==> src/rtl/ex_div.sv <==
// Multi-cycle restoring radix-2 divider for DIV/DIVU, one quotient bit per clock.
// Optional early-out for |dividend| < |divisor| is enabled by defining DIV_EARLY_OUT_EN.
module ex_div #(
  parameter int unsigned WIDTH = 32
) (
  input  logic                 clk,
  input  logic                 rst,
  input  logic                 signed_div_i,
  input  logic [WIDTH-1:0]     opdata1_i,
  input  logic [WIDTH-1:0]     opdata2_i,
  input  logic                 start_i,
  input  logic                 annul_i,
  output logic [2*WIDTH-1:0]   result_o,
  output logic                 ready_o
);

  localparam int unsigned CntW = $clog2(WIDTH);
  localparam logic [CntW-1:0] CntLast = CntW'(WIDTH - 1);

  typedef enum logic [1:0] {StIdle, StByZero, StOn, StEnd} state_e;

  state_e               r_state, w_state_d;
  logic [CntW-1:0]      r_cnt;
  logic [WIDTH-1:0]     r_rem, r_quo, r_divisor;
  logic                 r_sign_a, r_sign_b, r_signed;
  logic [2*WIDTH-1:0]   r_result, w_result_d;
  logic                 r_ready, w_ready_d;

  logic                 w_start_ok, w_div_zero, w_last;
  logic [WIDTH-1:0]     w_abs_a, w_abs_b;
  logic [WIDTH:0]       w_part;
  logic [WIDTH+1:0]     w_trial;
  logic [WIDTH-1:0]     w_rem_nx, w_quo_nx, w_rem_fix, w_quo_fix;

  assign w_start_ok = start_i & ~annul_i;
  assign w_div_zero = (opdata2_i == '0);
  assign w_last     = (r_cnt == CntLast);
  assign w_abs_a    = (signed_div_i && opdata1_i[WIDTH-1]) ? -opdata1_i : opdata1_i;
  assign w_abs_b    = (signed_div_i && opdata2_i[WIDTH-1]) ? -opdata2_i : opdata2_i;

`ifdef DIV_EARLY_OUT_EN
  logic w_early;
  assign w_early = (w_abs_a < w_abs_b);
`endif

  // Partial remainder keeps the shifted-out bit so the compare never overflows.
  assign w_part    = {r_rem, r_quo[WIDTH-1]};
  assign w_trial   = {1'b0, w_part} - {2'b00, r_divisor};
  assign w_rem_nx  = w_trial[WIDTH+1] ? w_part[WIDTH-1:0] : w_trial[WIDTH-1:0];
  assign w_quo_nx  = {r_quo[WIDTH-2:0], ~w_trial[WIDTH+1]};
  assign w_quo_fix = (r_signed && (r_sign_a ^ r_sign_b)) ? -w_quo_nx : w_quo_nx;
  assign w_rem_fix = (r_signed && r_sign_a) ? -w_rem_nx : w_rem_nx;

  always_ff @(posedge clk) begin
    if (rst) begin
      r_state <= StIdle;
    end else begin
      r_state <= w_state_d;
    end
  end

  always_comb begin
    w_state_d = r_state;
    case (r_state)
      StIdle: begin
        if (w_start_ok) begin
          if (w_div_zero) begin
            w_state_d = StByZero;
          end else begin
`ifdef DIV_EARLY_OUT_EN
            w_state_d = w_early ? StByZero : StOn;
`else
            w_state_d = StOn;
`endif
          end
        end
      end
      StByZero: w_state_d = StEnd;
      StOn: begin
        if (annul_i) begin
          w_state_d = StIdle;
        end else if (w_last) begin
          w_state_d = StEnd;
        end
      end
      StEnd: begin
        if (!start_i) begin
          w_state_d = StIdle;
        end
      end
      default: w_state_d = StIdle;
    endcase
  end

  always_comb begin
    w_ready_d  = 1'b0;
    w_result_d = '0;
    case (r_state)
      StByZero: begin
        w_ready_d  = 1'b1;
        w_result_d = {r_rem, r_quo};
      end
      StOn: begin
        if (!annul_i && w_last) begin
          w_ready_d  = 1'b1;
          w_result_d = {w_rem_fix, w_quo_fix};
        end
      end
      StEnd: begin
        if (start_i) begin
          w_ready_d  = 1'b1;
          w_result_d = r_result;
        end
      end
      default: ;
    endcase
  end

  always_ff @(posedge clk) begin
    if (rst) begin
      r_cnt     <= '0;
      r_rem     <= '0;
      r_quo     <= '0;
      r_divisor <= '0;
      r_sign_a  <= 1'b0;
      r_sign_b  <= 1'b0;
      r_signed  <= 1'b0;
      r_result  <= '0;
      r_ready   <= 1'b0;
    end else begin
      r_result <= w_result_d;
      r_ready  <= w_ready_d;
      case (r_state)
        StIdle: begin
          if (w_start_ok) begin
            r_cnt     <= '0;
            r_signed  <= signed_div_i;
            r_sign_a  <= signed_div_i & opdata1_i[WIDTH-1];
            r_sign_b  <= signed_div_i & opdata2_i[WIDTH-1];
            r_divisor <= w_abs_b;
            // BYZERO publishes {r_rem, r_quo} directly on its way to END.
            if (w_div_zero) begin
              r_rem <= '0;
              r_quo <= '0;
            end else begin
`ifdef DIV_EARLY_OUT_EN
              r_rem <= w_early ? opdata1_i : '0;
              r_quo <= w_early ? '0 : w_abs_a;
`else
              r_rem <= '0;
              r_quo <= w_abs_a;
`endif
            end
          end
        end
        StOn: begin
          if (!annul_i) begin
            r_rem <= w_rem_nx;
            r_quo <= w_quo_nx;
            r_cnt <= r_cnt + 1'b1;
          end
        end
        default: ;
      endcase
    end
  end

  assign result_o = r_result;
  assign ready_o  = r_ready;

endmodule

==> config.mk <==
export PLATFORM = sky130hd
export DESIGN_NAME = ex_div
export DESIGN_NICKNAME = d
export VERILOG_FILES = /design/src/rtl/ex_div.sv
export SDC_FILE = /design/constraint.sdc
export NUM_CORES = 1
export LEC_CHECK = 0
export CORE_MARGIN = 8
export CORE_UTILIZATION = 50
export CTS_CLUSTER_SIZE = 14
export DETAILED_ROUTE_END_ITERATION = 10
export GPL_TIMING_DRIVEN = 0
export PLACE_DENSITY = 0.75
export SLEW_MARGIN = 20
export SYNTH_ARGS = -nofsm -noshare
export SYNTH_HDL_FRONTEND = slang
export SYNTH_SLANG_ARGS = --single-unit
==> constraint.sdc <==
create_clock -name clk -period 4.7 [get_ports clk]
set_clock_uncertainty 0.1 [all_clocks]
set_input_delay 0.47 -clock clk [delete_from_list [all_inputs] [get_ports clk]]
set_output_delay 0.47 -clock clk [all_outputs]
set_load 0.005 [all_outputs]
==> results of run 1 <==
-- placed cells by master, fill, tap and decap left out, types with 16 or more instances in the layout --
master	count
nand3_1	24
or4_1	17
nor3_1	64
a221oi_1	28
inv_1	50
nand2_1	146
ha_1	27
nand2b_1	16
a211oi_1	32
nor2_1	231
or3_1	18
o21ai_0	103
o21ai_1	19
clkbuf_16	17
dfxtp_1	160
xnor2_1	71
xor2_1	56
clkdlybuf4s50_1	133
mux2i_1	23
a22oi_1	74
a21oi_1	110
o31ai_1	16
buf_4	24
clkbuf_1	90
-- cell type report --
type / instances / area share [%]
clock inverter: 15 / 1.29
buffer: 111 / 3.33
sequential: 171 / 22.6
clock buffer: 17 / 2.80
multi-input combinational: 1319 / 56.3
timing repair buffer: 151 / 9.64
inverter: 54 / 1.36
tap: 324 / 2.66
-- sequential cells by signal, indices dropped and copies added, names as in the netlist --
signal	cells
r_quo	32
r_sign_b	1
r_signed	1
r_divisor	32
result_o	64
r_rem	32
r_state	2
ready_o	1
r_cnt	5
r_sign_a	1
-- worst register-to-register path: stages, from the launching register on --
cell	delay, ps
dfxtp_1	320
inv_1	160
ha_2	370
a31o_1	290
a211oi_4	290
a211o_1	250
o31a_4	210
nand2_8	80
buf_12	160
buf_12	160
o21ai_4	190
ha_4	170
nor3b_4	230
nand2_2	80
nor2_1	110
nand4_1	180
buf_4	230
o41ai_2	60
and3_4	270
and4bb_1	240
mux2i_1	210
a211oi_1	90
-- cell families (layout without fill, tap and decap cells) --
kind of cell    after synthesis  in the layout  share of synthesized area, %
compound gates              521            521                          28.4
mux                          28             28                          2.36
flops                       171            171                          27.9
xor+xnor                    127            127                          9.06
buf+inv                     168            348                          5.25
simple gates                599            599                          22.5
fa+ha+maj                    44             44                          4.55
-- where the power goes --
part	switching, mW	internal [mW]	total (mW)
logic	2.33	1.37	3.69
registers	0.188	1.61	1.80
clock network	0.707	0.771	1.48
-- through the flow --
step | setup TNS [ps] | hold WS, ps | area, um^2 | utilization, %
after floorplan | 0 | 332 | 12300 | -
after global placement | -22270 | 339 | 14000 | 57.8
after detailed placement | -22810 | 350 | 14000 | 57.8
after CTS | 0 | 365 | 14800 | 61.0
after global routing | -152 | 384 | 15200 | 62.8
final | 0 | 360 | 15200 | 62.8
-- path summary, 6_finish.rpt --
kind / cells after the start / endpoint / start
worst max-delay path: 21 / result_o[58]$_SDFFE_PP0N_ / r_divisor[28]$_SDFFE_PP0P_
worst min-delay path: 2 / result_o[17]$_SDFFE_PP0N_ / result_o[17]$_SDFFE_PP0N_
worst min register to register: 2 / result_o[17]$_SDFFE_PP0N_ / result_o[17]$_SDFFE_PP0N_
worst max register to register: 21 / result_o[58]$_SDFFE_PP0N_ / r_divisor[28]$_SDFFE_PP0P_
-- metal layers --
metal	wire [um]	vias to the layer above	global-route usage, %
met4	1310	0	10.3
met3	4160	108	5.29
met5	0	-	0
met2	19600	730	43.4
met1	19900	6433	39.1
li1	-	6376	-
-- what timing repair did --
item | in CTS | in global routing
setup endpoints to repair | 25 | 29
pin swaps | 2 | 15
gates resized for setup | 44 | 82
setup buffers | 2 | 15
==> flow_metrics.env, run 1 <==
export IMPL_yosysWarnings=0
export IMPL_dr_pass1_iters=6
export IMPL_critPathTopFamily="compound AO/OA/AOI/OAI gates"
export IMPL_cts_tree="yes"
export IMPL_path_clk_slew_ps=70
export IMPL_htreeDepth=4
export IMPL_die_area_um2=29800
export IMPL_ys_flop_type="dfxtp_1"
export IMPL_dp_cells=2116
export IMPL_drc=0
export IMPL_rows=57
export IMPL_initial_core_util_pct=50.6
export IMPL_fill_cells=2223
export IMPL_critPathMostFrequentCell="buf_12"
export IMPL_crit_fanout=10
export IMPL_min_period_ps=4600
export IMPL_ys_top_cells_by_count="235 x nor2_1, 171 x dfxtp_1, 150 x nand2_1, 115 x a21oi_1, 105 x o21ai_0"
export IMPL_ys_seq_area_share_pct=27.9
export IMPL_total_power_mw=6.97
export IMPL_power_density_nw_per_um2=458
export IMPL_synth_area_um2=12300
export IMPL_cp_cell_sequence="inv_1 > ha_2 > a31o_1 > a211oi_4 > a211o_1 > o31a_4 > nand2_8 > buf_12 > buf_12 > o21ai_4 > ha_4 > nor3b_4 > nand2_2 > nor2_1 > nand4_1 > buf_4 > o41ai_2 > and3_4 > and4bb_1 > mux2i_1 > a211oi_1"
export IMPL_synthArstFlopShare_pct=0
export IMPL_period_share_pct=98.0
export IMPL_maxCapViolations=0
export IMPL_gr_total_overflow=0
export IMPL_coreArea_um2=24200
export IMPL_ant_nets=0
export IMPL_synth_cell_types=87
export IMPL_outcome="complete, no violations"
export IMPL_vias_per_cell=6.31
export IMPL_dp_slack_ps=-1270
export IMPL_p_leak_nw=5.38
export IMPL_clk_path_buf_depth=2
export IMPL_port_buffers=133
export IMPL_hpwl_mm=34.6
export IMPL_cts_hold_buf=0
export IMPL_ys_ff_latch=171
export IMPL_drt_wl_total_mm=45.0
export IMPL_synth_nets=1771
export IMPL_min_path_type="register to register"
export IMPL_worstPathArrival_ps=4790
export IMPL_syn_to_final_growth_pct=24.0
export IMPL_post_drt_wl_per_cell_um=20.8
export IMPL_maxSlewHeadroom_pct=43.1
export IMPL_finalHoldViolations=0
export IMPL_vias=13647
export IMPL_synth_most_common_cell="nor2_1"
export IMPL_cp_slowest_stage_delay_ps=370
export IMPL_tightestPinTransition_ps=853
export IMPL_diodes=0
export IMPL_setup_violations_final=0
export IMPL_die_width_um=173
export IMPL_post_route_cells_drive_above_1_share_pct=8.43
export IMPL_gp_congestion=0.968
export IMPL_grt_pass1_wl_mm=69.1
export IMPL_crit_slowest_cell="ha_2"
export IMPL_root_buffer="clkbuf_16"
export IMPL_timing_reg2reg_setup_slack_ps=100
export IMPL_cp_required_ps=4890
export IMPL_die_h_um=173
export IMPL_layout_setup_ws_ps=95.4
export IMPL_startpoint_type="register"
export IMPL_synth_enable_flop_cells=0
export IMPL_synth_top_cell_by_area="dfxtp_1"
export IMPL_synth_area_leaders="dfxtp_1 28%, nor2_1 7.2%, xnor2_1 5.1%, a21oi_1 4.7%, nand2_1 4.6%"
export IMPL_cts_buffers=17
export IMPL_grt_pass1_vias=12438
export IMPL_pin_count=134
export IMPL_end_kind="register"
export IMPL_fmax_mhz=217
export IMPL_nets=1938
export IMPL_critPathBufInv=4
export IMPL_multiInputGateArea_um2=8570
export IMPL_grtUsageTotal_pct=28.3
export IMPL_clkSinkCount=171
export IMPL_seqCellArea_um2=3440
export IMPL_netlist_area_leader_share_pct=27.9
export IMPL_antenna_found_initial=0
export IMPL_grt_max_degree=20
export IMPL_path_class="register to register"
export IMPL_slew_violations=0
export IMPL_finalNonFillerCells=2162
export IMPL_irDropWorstVdd_mv=0.297
export IMPL_syn_inst=1658
export IMPL_syn_area_per_cell_um2=7.40
export IMPL_drt_iter0_markers=1515
export IMPL_clkLatencyLatePin_ps=450
Power figures use the tool's default switching activity.
==> run 2: changes to the inputs <==
--- a/config.mk
+++ b/config.mk
@@ -11,6 +11,7 @@
 export DETAILED_ROUTE_END_ITERATION = 10
 export GPL_TIMING_DRIVEN = 0
 export PLACE_DENSITY = 0.75
+export REMOVE_ABC_BUFFERS = 1
 export SLEW_MARGIN = 20
 export SYNTH_ARGS = -nofsm -noshare
 export SYNTH_HDL_FRONTEND = slang
==> flow_metrics.env, run 2 (synthesis results as in run 1) <==
export IMPL_min_path_type="primary input to register"
export IMPL_die_width_um=173
export IMPL_die_h_um=173
export IMPL_maxSlewHeadroom_pct=31.0
export IMPL_min_period_ps=4560
export IMPL_grtUsageTotal_pct=25.1
export IMPL_gr_total_overflow=0
export IMPL_end_kind="register"
export IMPL_pin_count=134
export IMPL_cts_tree="yes"
export IMPL_crit_slowest_cell="dfxtp_1"
export IMPL_cp_slowest_stage_delay_ps=490
export IMPL_path_class="register to register"
export IMPL_path_clk_slew_ps=70
export IMPL_diodes=0
export IMPL_detailed_place_area_um2=13900
export IMPL_p_leak_nw=5.25
export IMPL_antenna_found_initial=0
export IMPL_clk_path_buf_depth=2
export IMPL_drt_iter0_markers=1397
export IMPL_vias=12961
export IMPL_stdcell_area_um2=14800
export IMPL_grt_pass1_wl_mm=63.4
export IMPL_drt_wl_total_mm=39.5
export IMPL_cts_hold_buf=0
export IMPL_maxCapViolations=0
export IMPL_vias_per_cell=6.30
export IMPL_largest_reg_flops=64
export IMPL_power_density_nw_per_um2=459
export IMPL_initial_core_util_pct=50.6
export IMPL_outcome="complete, no violations"
export IMPL_cp_cell_sequence="inv_1 > ha_1 > fa_1 > nand4b_1 > o32a_1 > o22a_1 > o311ai_2 > nand2_1 > or3_1 > o41ai_2 > and3_4 > and4bb_1 > mux2i_1 > a211oi_1"
export IMPL_hpwl_mm=27.9
export IMPL_crit_fanout=6
export IMPL_cts_buffers=17
export IMPL_post_route_cells_drive_above_1_share_pct=7.44
export IMPL_setup_violations_final=0
export IMPL_nets=1833
export IMPL_drc=0
export IMPL_cp_required_ps=4900
export IMPL_tightestPinTransition_ps=1030
export IMPL_ant_nets=0
export IMPL_grt_max_degree=82
export IMPL_coreArea_um2=24200
export IMPL_grt_pass1_vias=12285
export IMPL_worstPathArrival_ps=4760
export IMPL_fmax_mhz=219
export IMPL_clkLatencyLatePin_ps=440
export IMPL_layout_commonest_cell="nor2_1"
export IMPL_rows=57
export IMPL_syn_to_final_growth_pct=20.7
export IMPL_startpoint_type="register"
export IMPL_layout_common_cells="229 x nor2_1, 166 x dfxtp_1, 148 x nand2_1, 132 x clkdlybuf4s50_1, 111 x a21oi_1"
export IMPL_total_power_mw=6.81
export IMPL_post_drt_wl_per_cell_um=19.2
export IMPL_htreeDepth=4
export IMPL_slew_violations=0
export IMPL_irDropWorstVdd_mv=0.306
export IMPL_clkSinkCount=171
export IMPL_fill_cells=2203
export IMPL_finalHoldViolations=0
export IMPL_holdWs_ps=333
export IMPL_period_share_pct=97.1
export IMPL_gp_congestion=0.926
export IMPL_port_buffers=133
export IMPL_dr_pass1_iters=9
export IMPL_root_buffer="clkbuf_16"
export IMPL_die_area_um2=29800
export IMPL_tns_ps=0
## run 2: final timing paths
kind	slack, ps	depth (start not counted)	start	to
max	140	14	r_quo[31]$_SDFFE_PP0P_	result_o[58]$_SDFFE_PP0N_
max reg2reg	140	14	r_quo[31]$_SDFFE_PP0P_	result_o[58]$_SDFFE_PP0N_
min	330	2	rst	result_o[26]$_SDFFE_PP0N_
min reg2reg	360	2	r_divisor[25]$_SDFFE_PP0P_	r_divisor[25]$_SDFFE_PP0P_
## run 2: where the power goes
group	switching [mW]	leakage (nW)	internal (mW)
sequential	0.230	1.39	1.61
combinational	2.13	3.57	1.34
clock	0.657	0.298	0.842
## run 2: what timing repair did
action	CTS	global route
hold endpoints to repair	0	0
gates resized for setup	18	30
buffers inserted	4	3
gates cloned	2	1
setup endpoints to repair	45	16
pin swaps	3	3
## run 2: worst max-delay path, delay by kind of cell, from the launching register on
kind | cells | cell delay (ps)
AND/OR/NAND/NOR | 5 | 1360
flip-flops | 1 | 490
AO/OA/AOI/OAI | 5 | 1450
multiplexers | 1 | 200
buffers and inverters | 1 | 90
adder cells (fa/ha/maj) | 2 | 720
## run 2: area by class of cell
class                           instances  area, um^2  share of cell area [%]
Timing Repair Buffer                  154        1690                    11.4
Tap cell                              324         405                    2.74
Sequential cell                       171        3430                    23.1
Multi-Input combinational cell       1322        8460                    57.1
Clock buffer                           20         467                    3.15
Inverter                               54         219                    1.48
Clock inverter                         12         150                    1.01
## run 2: through the flow
step / setup WS [ps] / utilization, % / std cells
floorplan: -0.734 / - / 1544
global placement: -3580 / 56.0 / 2001
detailed placement: -1650 / 57.4 / 2015
CTS: 9.24 / 60.5 / 2053
global route: -41.4 / 61.1 / 2057
finish: 135 / 61.1 / 2057
## run 2: per-layer routing
metal,up-vias,GRT usage (%),wire [um],share of wire [%]
met2,609,41.4,18400,47
met1,6078,31.9,16800,43
li1,6162,-,-,-
met4,0,10.3,1260,3.2
met3,112,4.86,2980,7.5
met5,-,0,0,0
